[config.mk]
export PLATFORM = sky130hd
export DESIGN_NAME = seg_display_ctrl
export DESIGN_NICKNAME = d
export VERILOG_FILES = /design/src/rtl/seg_display_ctrl.sv
export SDC_FILE = /design/constraint.sdc
export NUM_CORES = 1
export LEC_CHECK = 0
export ABC_AREA = 1
export CAP_MARGIN = 20
export CORE_MARGIN = 10
export CORE_UTILIZATION = 45
export DETAILED_ROUTE_END_ITERATION = 8
export PLACE_DENSITY = 0.71
export SLEW_MARGIN = 25
export SYNTH_ARGS = -nofsm -noshare
export SYNTH_HDL_FRONTEND = slang
export SYNTH_SLANG_ARGS = --single-unit
[constraint.sdc]
create_clock -name display_clk -period 1.9 [get_ports display_clk]
set_clock_uncertainty 0.1 [all_clocks]
set_input_delay 0.38 -clock display_clk [delete_from_list [all_inputs] [get_ports display_clk]]
set_output_delay 0.38 -clock display_clk [all_outputs]
set_load 0.02 [all_outputs]
[src/rtl/seg_display_ctrl.sv]
// Multiplexed common-anode 7-segment driver: sequential binary-to-BCD conversion
// (shift-add-3), signed/hex/zero-blanking digit mapping and a registered digit scanner.
module seg_display_ctrl #(
    parameter int NUM_DIGITS  = 4,
    parameter int DATA_W      = 8,
    parameter int REFRESH_DIV = 4,
    parameter bit SIGNED      = 1'b1
) (
    input  logic                  display_clk,
    input  logic                  rst_n,
    input  logic [DATA_W-1:0]     value_in,
    input  logic                  load,
    input  logic                  hex_mode,
    input  logic                  blank_lz,
    output logic                  busy,
    output logic                  overflow,
    output logic [NUM_DIGITS-1:0] an,
    output logic [6:0]            seg
);

    // Decimal digits needed for 2^DATA_W-1: floor(DATA_W*log10(2))+1.
    localparam int BCD_N   = (DATA_W * 30103) / 100000 + 1;
    localparam int BCD_W   = 4 * BCD_N;
    localparam int NIB_N   = (DATA_W + 3) / 4;
    localparam int DIG_N   = (NUM_DIGITS > BCD_N) ? NUM_DIGITS : BCD_N;
    localparam int HEX_N   = (NUM_DIGITS > NIB_N) ? NUM_DIGITS : NIB_N;
    localparam bit HEX_OVF = (DATA_W > 4 * NUM_DIGITS);
    localparam int CNT_W   = $clog2(DATA_W + 1);
    localparam int IDX_W   = (NUM_DIGITS > 1) ? $clog2(NUM_DIGITS) : 1;
    localparam int PRE_W   = (REFRESH_DIV > 1) ? $clog2(REFRESH_DIV) : 1;

    localparam logic [4:0] CODE_DASH  = 5'd16;
    localparam logic [4:0] CODE_BLANK = 5'd17;

    typedef enum logic [1:0] {
        ST_IDLE   = 2'd0,
        ST_SHIFT  = 2'd1,
        ST_COMMIT = 2'd2
    } state_t;

    function automatic logic [6:0] glyph(input logic [4:0] code);
        logic [6:0] g;
        case (code)
            5'd0:    g = 7'b0000001;
            5'd1:    g = 7'b1001111;
            5'd2:    g = 7'b0010010;
            5'd3:    g = 7'b0000110;
            5'd4:    g = 7'b1001100;
            5'd5:    g = 7'b0100100;
            5'd6:    g = 7'b0100000;
            5'd7:    g = 7'b0001111;
            5'd8:    g = 7'b0000000;
            5'd9:    g = 7'b0000100;
            5'd10:   g = 7'b0001000;
            5'd11:   g = 7'b1100000;
            5'd12:   g = 7'b0110001;
            5'd13:   g = 7'b1000010;
            5'd14:   g = 7'b0110000;
            5'd15:   g = 7'b0111000;
            5'd16:   g = 7'b1111110;
            default: g = 7'b1111111;
        endcase
        return g;
    endfunction

    // One double-dabble step: add 3 to every BCD digit >= 5, then shift in bit_in.
    function automatic logic [BCD_W-1:0] bcd_step(input logic [BCD_W-1:0] bcd,
                                                  input logic bit_in);
        logic [BCD_W-1:0] adj;
        adj = bcd;
        for (int i = 0; i < BCD_N; i++) begin
            if (bcd[4*i +: 4] >= 4'd5) begin
                adj[4*i +: 4] = bcd[4*i +: 4] + 4'd3;
            end else begin
                adj[4*i +: 4] = bcd[4*i +: 4];
            end
        end
        return {adj[BCD_W-2:0], bit_in};
    endfunction

    state_t                state_r;
    state_t                state_nx;
    logic                  hex_r;
    logic                  blz_r;
    logic                  sign_r;
    logic [DATA_W-1:0]     val_r;
    logic [DATA_W-1:0]     shift_r;
    logic [BCD_W-1:0]      bcd_r;
    logic [CNT_W-1:0]      cnt_r;
    logic                  busy_r;
    logic                  overflow_r;
    logic [4:0]            digit_r [NUM_DIGITS];
    logic [PRE_W-1:0]      pre_r;
    logic [IDX_W-1:0]      idx_r;
    logic [NUM_DIGITS-1:0] an_r;
    logic [6:0]            seg_r;

    logic                  neg_s;
    logic [DATA_W-1:0]     mag_s;
    logic [4:0]            dig_s [NUM_DIGITS];
    logic                  ovf_s;
    logic                  lead_s;
    logic [3:0]            nib_s;
    logic [4*DIG_N-1:0]    bcd_pad_s;
    logic [4*HEX_N-1:0]    hex_pad_s;
    logic [NUM_DIGITS-1:0] an_s;

    assign busy     = busy_r;
    assign overflow = overflow_r;
    assign an       = an_r;
    assign seg      = seg_r;

    // State register.
    always_ff @(posedge display_clk) begin
        if (!rst_n) begin
            state_r <= ST_IDLE;
        end else begin
            state_r <= state_nx;
        end
    end

    // Next-state logic: a load in IDLE starts DATA_W shift steps then one commit.
    always_comb begin
        state_nx = state_r;
        case (state_r)
            ST_IDLE: begin
                if (load) begin
                    state_nx = ST_SHIFT;
                end else begin
                    state_nx = ST_IDLE;
                end
            end
            ST_SHIFT: begin
                if (cnt_r == CNT_W'(DATA_W - 1)) begin
                    state_nx = ST_COMMIT;
                end else begin
                    state_nx = ST_SHIFT;
                end
            end
            ST_COMMIT: state_nx = ST_IDLE;
            default:   state_nx = ST_IDLE;
        endcase
    end

    // Sign/magnitude split of the incoming value; hex mode is always unsigned.
    always_comb begin
        neg_s = (!hex_mode) && (SIGNED != 1'b0) && value_in[DATA_W-1];
        if (neg_s) begin
            mag_s = ~value_in + DATA_W'(1);
        end else begin
            mag_s = value_in;
        end
    end

    // Map the finished conversion (or raw nibbles) onto per-digit glyph codes.
    always_comb begin
        bcd_pad_s = '0;
        bcd_pad_s[BCD_W-1:0] = bcd_r;
        hex_pad_s = '0;
        hex_pad_s[DATA_W-1:0] = val_r;
        lead_s = 1'b1;
        ovf_s  = 1'b0;
        nib_s  = 4'd0;
        for (int j = 0; j < NUM_DIGITS; j++) begin
            dig_s[j] = CODE_BLANK;
        end
        if (hex_r) begin
            ovf_s = HEX_OVF;
            for (int j = 0; j < NUM_DIGITS; j++) begin
                nib_s = hex_pad_s[4*(NUM_DIGITS-1-j) +: 4];
                if (blz_r && lead_s && (nib_s == 4'd0) && (j != NUM_DIGITS - 1)) begin
                    dig_s[j] = CODE_BLANK;
                end else begin
                    lead_s   = 1'b0;
                    dig_s[j] = {1'b0, nib_s};
                end
            end
        end else begin
            // Any nonzero BCD digit at or above the sign-slot position cannot be shown.
            for (int i = 0; i < DIG_N; i++) begin
                if ((i >= NUM_DIGITS - 1) && (bcd_pad_s[4*i +: 4] != 4'd0)) begin
                    ovf_s = 1'b1;
                end else begin
                    ovf_s = ovf_s;
                end
            end
            dig_s[0] = sign_r ? CODE_DASH : CODE_BLANK;
            for (int j = 1; j < NUM_DIGITS; j++) begin
                nib_s = bcd_pad_s[4*(NUM_DIGITS-1-j) +: 4];
                if (blz_r && lead_s && (nib_s == 4'd0) && (j != NUM_DIGITS - 1)) begin
                    dig_s[j] = CODE_BLANK;
                end else begin
                    lead_s   = 1'b0;
                    dig_s[j] = {1'b0, nib_s};
                end
            end
        end
        if (ovf_s) begin
            for (int j = 0; j < NUM_DIGITS; j++) begin
                dig_s[j] = CODE_DASH;
            end
        end else begin
            ovf_s = 1'b0;
        end
    end

    // Conversion datapath: capture on load, shift-add-3 per step, commit digits.
    // shift_r rotates so every bit stays live; after DATA_W steps it holds mag again.
    always_ff @(posedge display_clk) begin
        if (!rst_n) begin
            hex_r      <= 1'b0;
            blz_r      <= 1'b0;
            sign_r     <= 1'b0;
            val_r      <= '0;
            shift_r    <= '0;
            bcd_r      <= '0;
            cnt_r      <= '0;
            busy_r     <= 1'b0;
            overflow_r <= 1'b0;
            for (int j = 0; j < NUM_DIGITS; j++) begin
                digit_r[j] <= CODE_BLANK;
            end
        end else begin
            case (state_r)
                ST_IDLE: begin
                    if (load) begin
                        hex_r   <= hex_mode;
                        blz_r   <= blank_lz;
                        sign_r  <= neg_s;
                        val_r   <= value_in;
                        shift_r <= mag_s;
                        bcd_r   <= '0;
                        cnt_r   <= '0;
                    end
                end
                ST_SHIFT: begin
                    bcd_r   <= bcd_step(bcd_r, shift_r[DATA_W-1]);
                    shift_r <= {shift_r[DATA_W-2:0], shift_r[DATA_W-1]};
                    cnt_r   <= cnt_r + CNT_W'(1);
                end
                ST_COMMIT: begin
                    digit_r    <= dig_s;
                    overflow_r <= ovf_s;
                end
                default: begin
                    cnt_r <= '0;
                end
            endcase
            busy_r <= (state_nx != ST_IDLE);
        end
    end

    // Active-low one-hot enable for the current scan index (digit 0 on the MSB).
    always_comb begin
        an_s = '1;
        for (int j = 0; j < NUM_DIGITS; j++) begin
            if (idx_r == IDX_W'(j)) begin
                an_s[NUM_DIGITS-1-j] = 1'b0;
            end else begin
                an_s[NUM_DIGITS-1-j] = 1'b1;
            end
        end
    end

    // Refresh prescaler, scan index and registered pin drivers.
    always_ff @(posedge display_clk) begin
        if (!rst_n) begin
            pre_r <= '0;
            idx_r <= '0;
            an_r  <= '1;
            seg_r <= 7'b1111111;
        end else begin
            if (pre_r == PRE_W'(REFRESH_DIV - 1)) begin
                pre_r <= '0;
                if (idx_r == IDX_W'(NUM_DIGITS - 1)) begin
                    idx_r <= '0;
                end else begin
                    idx_r <= idx_r + IDX_W'(1);
                end
            end else begin
                pre_r <= pre_r + PRE_W'(1);
            end
            an_r  <= an_s;
            seg_r <= glyph(digit_r[idx_r]);
        end
    end

endmodule

## Word level (Yosys, flattened, before mapping)

Memories as Yosys holds them, arrays and structs flattened. A register that Yosys moved wholly into a read port is not among the register bits.
Cells that the tools add are included.

| cells by class | value |
|---|---|
| $lt $le $gt $ge | 4 |
| equal/unequal tests | 8 |
| multiplexer cells | 34 |
| bitwise logic cells | 4 |
| add/subtract/negate cells | 7 |
| reduce and logical (&&, ||, !) cells | 20 |

Operators with widths:

| cell | count |
|---|---|
| 5-bit two-way mux | 7 |
| 12-bit one-hot mux with 2 select lines | 1 |
| 20-bit two-way mux | 1 |
| 8-bit two-way mux | 2 |
| 8-bit one-hot mux with 2 select lines | 1 |
| 4-bit by 3-bit greater-or-equal comparator with 1-bit output (second input constant) | 3 |
| 4-bit logical NOT | 3 |
| 1-bit two-way mux | 12 |
| 12-bit two-way mux | 1 |
| 4-bit two-way mux | 3 |
| 4-bit one-hot mux with 3 select lines | 1 |
| 5-bit binary-select mux with 2-bit select | 1 |
| 4-bit by 2-bit adder with 4-bit output (second input constant) | 2 |
| 8-bit by 1-bit adder with 8-bit output (second input constant) | 1 |
| 2-bit == test (second input constant) | 4 |
| 8-bit inverter | 1 |
| 1-bit logical AND | 7 |
| 2-bit AND reduction | 3 |
| 2-bit by 1-bit adder with 2-bit output (second input constant) | 2 |
| 4-bit by 1-bit adder with 4-bit output (second input constant) | 1 |
| 2-bit by 1-bit == test with 1-bit output (second input constant) | 2 |
| 4-bit by 3-bit == test with 1-bit output (second input constant) | 1 |
| 2-bit logical NOT | 2 |
| 2-bit two-way mux | 2 |
| 10 further kinds | 13 |

| storage, ports and cells | value |
|---|---|
| bits in read-only memories | 224 |
| logic and storage cells | 94 |
| memories kept | 1 |
| register bits after elaboration | 66 |
| output and inout bits | 13 |
| input bits | 13 |

Memories:

| memory | words | bits a word | rd ports | clocked after Yosys merged registers in | wr ports | RTL line | text |
|---|---|---|---|---|---|---|---|
| (name not given) | 32 | 7 | 1 | 1 | 0 | 43 | `case (code)` |

## Depth between registers and ports, before layout

| logic depth | value |
|---|---|
| depth after elaboration | 9 |
| gate-level depth with buffers | 11 |
| mapped depth without buffers | 10 |

## Least setup slack after synthesis

Ideal clock, no wire load.

| timing | value |
|---|---|
| kind | reg-to-reg |
| start point | reg idx_r[1] |
| end point | reg seg_r[0] (netlist: seg[0]) |
| setup time | 0.116 ns |
| stages on the path, launching flop included | 11 |
| data required time | 1.684 ns |
| buffers on the path | 0 |
| clock period less this slack | 1.638 ns |
| arrival time | 1.422 ns |
| setup slack | 0.262 ns |
| cell sequence | dfxtp_1 -> inv_2 -> nand2_1 -> nor2_1 -> a21oi_2 -> inv_1 -> ha_1 -> nand2_1 -> nand3_1 -> nand2_1 -> nand2_1 |

| between the ends | value |
|---|---|
| longest elaborated chain between the ends | 4 |

RTL lines:

| item | RTL line | text |
|---|---|---|
| from (decl) | 94 | `logic [IDX_W-1:0] idx_r;` |
| from (signal assigned) | 278 | `idx_r <= idx_r + IDX_W'(1);` |
| 2-bit inverter with 3-bit output (implied by the code) | 284 | `seg_r <= glyph(digit_r[idx_r]);` |
| 5-bit binary-select mux with 2-bit select | 284 |  |
| 5-bit two-way mux (implied by the code) (2 in a row) | 284 |  |
| to (decl) | 96 | `logic [6:0] seg_r;` |

Every way passes these cells. The select of a mux whose other input is x is not followed.
A chain may end at the register's enable or synchronous reset.

## Final worst setup path

| timing | value |
|---|---|
| start point | reg busy_r (netlist: busy) |
| end point | out busy |

RTL lines:

| item | RTL line | text |
|---|---|---|
| from (decl) | 90 | `logic busy_r;` |
| from (signal assigned) | 249 | `busy_r <= (state_nx != ST_IDLE);` |
| to (decl) | 15 | `output logic busy,` |

No word-level cell between the ends.

==> results.py <==
metrics = {
    "status": {
        "outcome": "finished, final reports clean",
    },
    "hold_path": {
        "hp-class": "flop to flop",
    },
    "placed_design": {
        "place_inst": 593,
        "post-place-ws_ns": 0.0338,
        "portBuffers": 24,
        "gp_congestion": 0.915,
        "dp_hpwl_mm": 5.91,
    },
    "synthesis": {
        "synth_edf_count": 0,
        "yosysWarnings": 0,
        "syn-num-nets": 505,
        "ys.flop_type": "dfxtp_1",
        "post_synth_num_cell_types": 34,
        "async_reset_ff_frac": 0,
        "avgSynthCellArea_um2": 7.36,
        "syn_area_mm2": 0.00347,
        "yosysSeqAreaShare": 0.403,
        "netlist_instances": 472,
        "ys_ff_latch": 70,
    },
    "grt": {
        "first_global_vias": 3081,
        "globalRouteOverflowTotal": 0,
        "gr-usage-all-layers": 0.141,
        "grt_pass1_wl_mm": 13.6,
        "grt_max_degree": 33,
        "antenna_found_initial": 0,
    },
    "cells_and_area": {
        "nets": 538,
        "multi_input_area_mm2": 0.00178,
        "diodes": 0,
        "final_common_cell": "nand2_1",
        "final_cell_count_no_fill": 608,
        "fillCellCount": 706,
        "final_cell_mix": "nand2_1 (108), dfxtp_1 (69), a21oi_1 (50), inv_1 (41), nand3_1 (40)",
        "drive_gt1_frac": 0.106,
        "area_growth_pct": 17.9,
        "regArea_mm2": 0.00141,
    },
    "drt": {
        "firstDrtPassIters": 4,
        "vias": 3185,
        "ant_nets": 0,
        "drt_iter0_drc": 160,
        "avgViaCountPerCell": 5.24,
        "drt-total-wl_mm": 7.96,
        "wl_per_cell_um": 13.1,
        "drc": 0,
    },
    "timing": {
        "max_clock_freq_mhz": 575,
        "whs_ns": 0.338,
        "setup_ws_ns": 0.160,
        "finalSetupTns_ns": 0,
        "setup_viol": 0,
        "period_minus_slack_ns": 1.74,
        "rsz0062_at_grt": "false",
        "min_period_over_period": 0.916,
        "hold_viol": 0,
        "slew_viol_final": 0,
    },
    "floorplanning": {
        "die_w_um": 108,
        "core_mm2": 0.00737,
        "dieArea_mm2": 0.0116,
        "die_y_um": 108,
        "io_pins": 26,
        "start_util": 0.471,
        "num_rows": 31,
    },
    "clock_tree": {
        "cts.path.max_buffers": 2,
        "clkSinkCount": 70,
        "htreeDepth": 3,
        "path_clk_slew_ns": 0.07,
        "cts_resized": 0,
        "cts_setup_buffers": 0,
        "root_buffer": "clkbuf_8",
        "cts_buffers": 9,
        "clk_latency_ns": 0.34,
        "hold_buffers": 0,
        "cts_tree": "yes",
    },
    "worst_setup_path": {
        "cpMaxStageDelayCell": "clkdlybuf4s50_1",
        "r2r_slack_ns": 0.23,
        "critical_path_buf_inv_count": 1,
        "critPathArrivalTime_ns": 1.26,
        "crit_path_max_incr_delay_ns": 0.60,
        "reg2reg_depth": 10,
        "setup.worst_path.end": "busy",
        "required_ns": 1.42,
        "cp.depth": 1,
        "worstSetupPathType": "flop to output pin",
        "crit_fanout": 1,
        "critical_path.cell_chain": "clkdlybuf4s50_1",
        "r2r_start": "idx_r[1]",
        "path_delay_family": "buffers and inverters",
        "cp-startpoint": "busy",
        "reg2reg_to": "seg[3]",
        "crit_path_start_kind": "flop",
        "end_kind": "output pin",
    },
    "pwr": {
        "p_per_area_mw_per_mm2": 820,
        "total_leakage_power_nw": 1.74,
        "ir_drop_mv": 0.385,
    },
    "flow_run": {
        "cap_violations": 0,
    },
}
-- power breakdown --
| part | total (mW) | switching [mW] | internal, mW |
|---|---|---|---|
| Combinational | 0.361 | 0.218 | 0.143 |
| Clock | 1.44 | 0.536 | 0.899 |
| Sequential | 1.56 | 0.0391 | 1.52 |
| Total | 3.36 | 0.794 | 2.56 |
-- stage by stage --
step	area [µm²]	power (mW)	util
floorplan	3470	1.83	-
global placement	3850	1.95	0.523
detailed placement	3850	1.95	0.523
CTS	4090	3.39	0.555
global route	4100	3.50	0.556
finish	4100	3.36	0.556
-- sequential cells by signal, indices dropped and copies added (netlist names) --
register and count:
blz_r 1, seg 7, busy 1, digit_r 17
bcd_r 12, val_r 8, idx_r 2, sign_r 1
shift_r 8, pre_r 2, cnt_r 4, state_r 2
hex_r 1, an 4
-- layout make-up --
type | count | area share
clock buffer | 11 | 0.0345
clock inverter | 4 | 0.0232
inverter | 52 | 0.0476
multi-input combinational | 334 | 0.434
sequential | 70 | 0.343
tap | 99 | 0.0302
timing repair buffer | 38 | 0.0874
-- synth_stat cells (all sizes together) (3+ instances only) --
cell type / n / share of area
nand2: 113 / 0.12
dfxtp: 70 / 0.40
a21oi: 52 / 0.077
inv: 52 / 0.056
o21ai: 46 / 0.067
nand3: 42 / 0.068
nor2: 28 / 0.037
ha: 20 / 0.072
buf: 11 / 0.024
clkbuf: 5 / 0.0054
o211ai: 5 / 0.011
o22ai: 5 / 0.0090
a211oi: 4 / 0.0086
nor3: 4 / 0.0058
nand4: 3 / 0.0054
-- worst min-delay path by stage --
stage	startpoint	end	slack, ns	cells past startpoint
after floorplan	pre_r[0]	pre_r[0]	0.30	1
after global placement	pre_r[0]	pre_r[0]	0.32	1
after detailed placement	pre_r[0]	pre_r[0]	0.33	1
after CTS	pre_r[0]	pre_r[0]	0.34	1
after global routing	pre_r[0]	pre_r[0]	0.36	1
final	pre_r[0]	pre_r[0]	0.34	1
-- metal layers --
| metal | up-vias | GRT usage | share of wire |
|---|---|---|---|
| met5 | - | 0 | 0 |
| li1 | 1635 | - | - |
| met1 | 1477 | 0.151 | 0.44 |
| met2 | 65 | 0.258 | 0.50 |
| met4 | 0 | 0.0382 | 0.0089 |
| met3 | 8 | 0.0461 | 0.045 |
-- kinds of logic (layout without fill, tap and decap cells) --
kind of cell,Yosys count,count (layout),synth area share
and+or+nand+nor,194,194,0.248
AOI/OAI and AO/OA,117,117,0.184
DFF,70,70,0.403
buffers and inverters,68,105,0.0857
adders and majority gates,20,20,0.0720
xor gates and xnor gates,2,2,0.00504
other,1,1,0.00108
(Power assumes the default switching activity.)
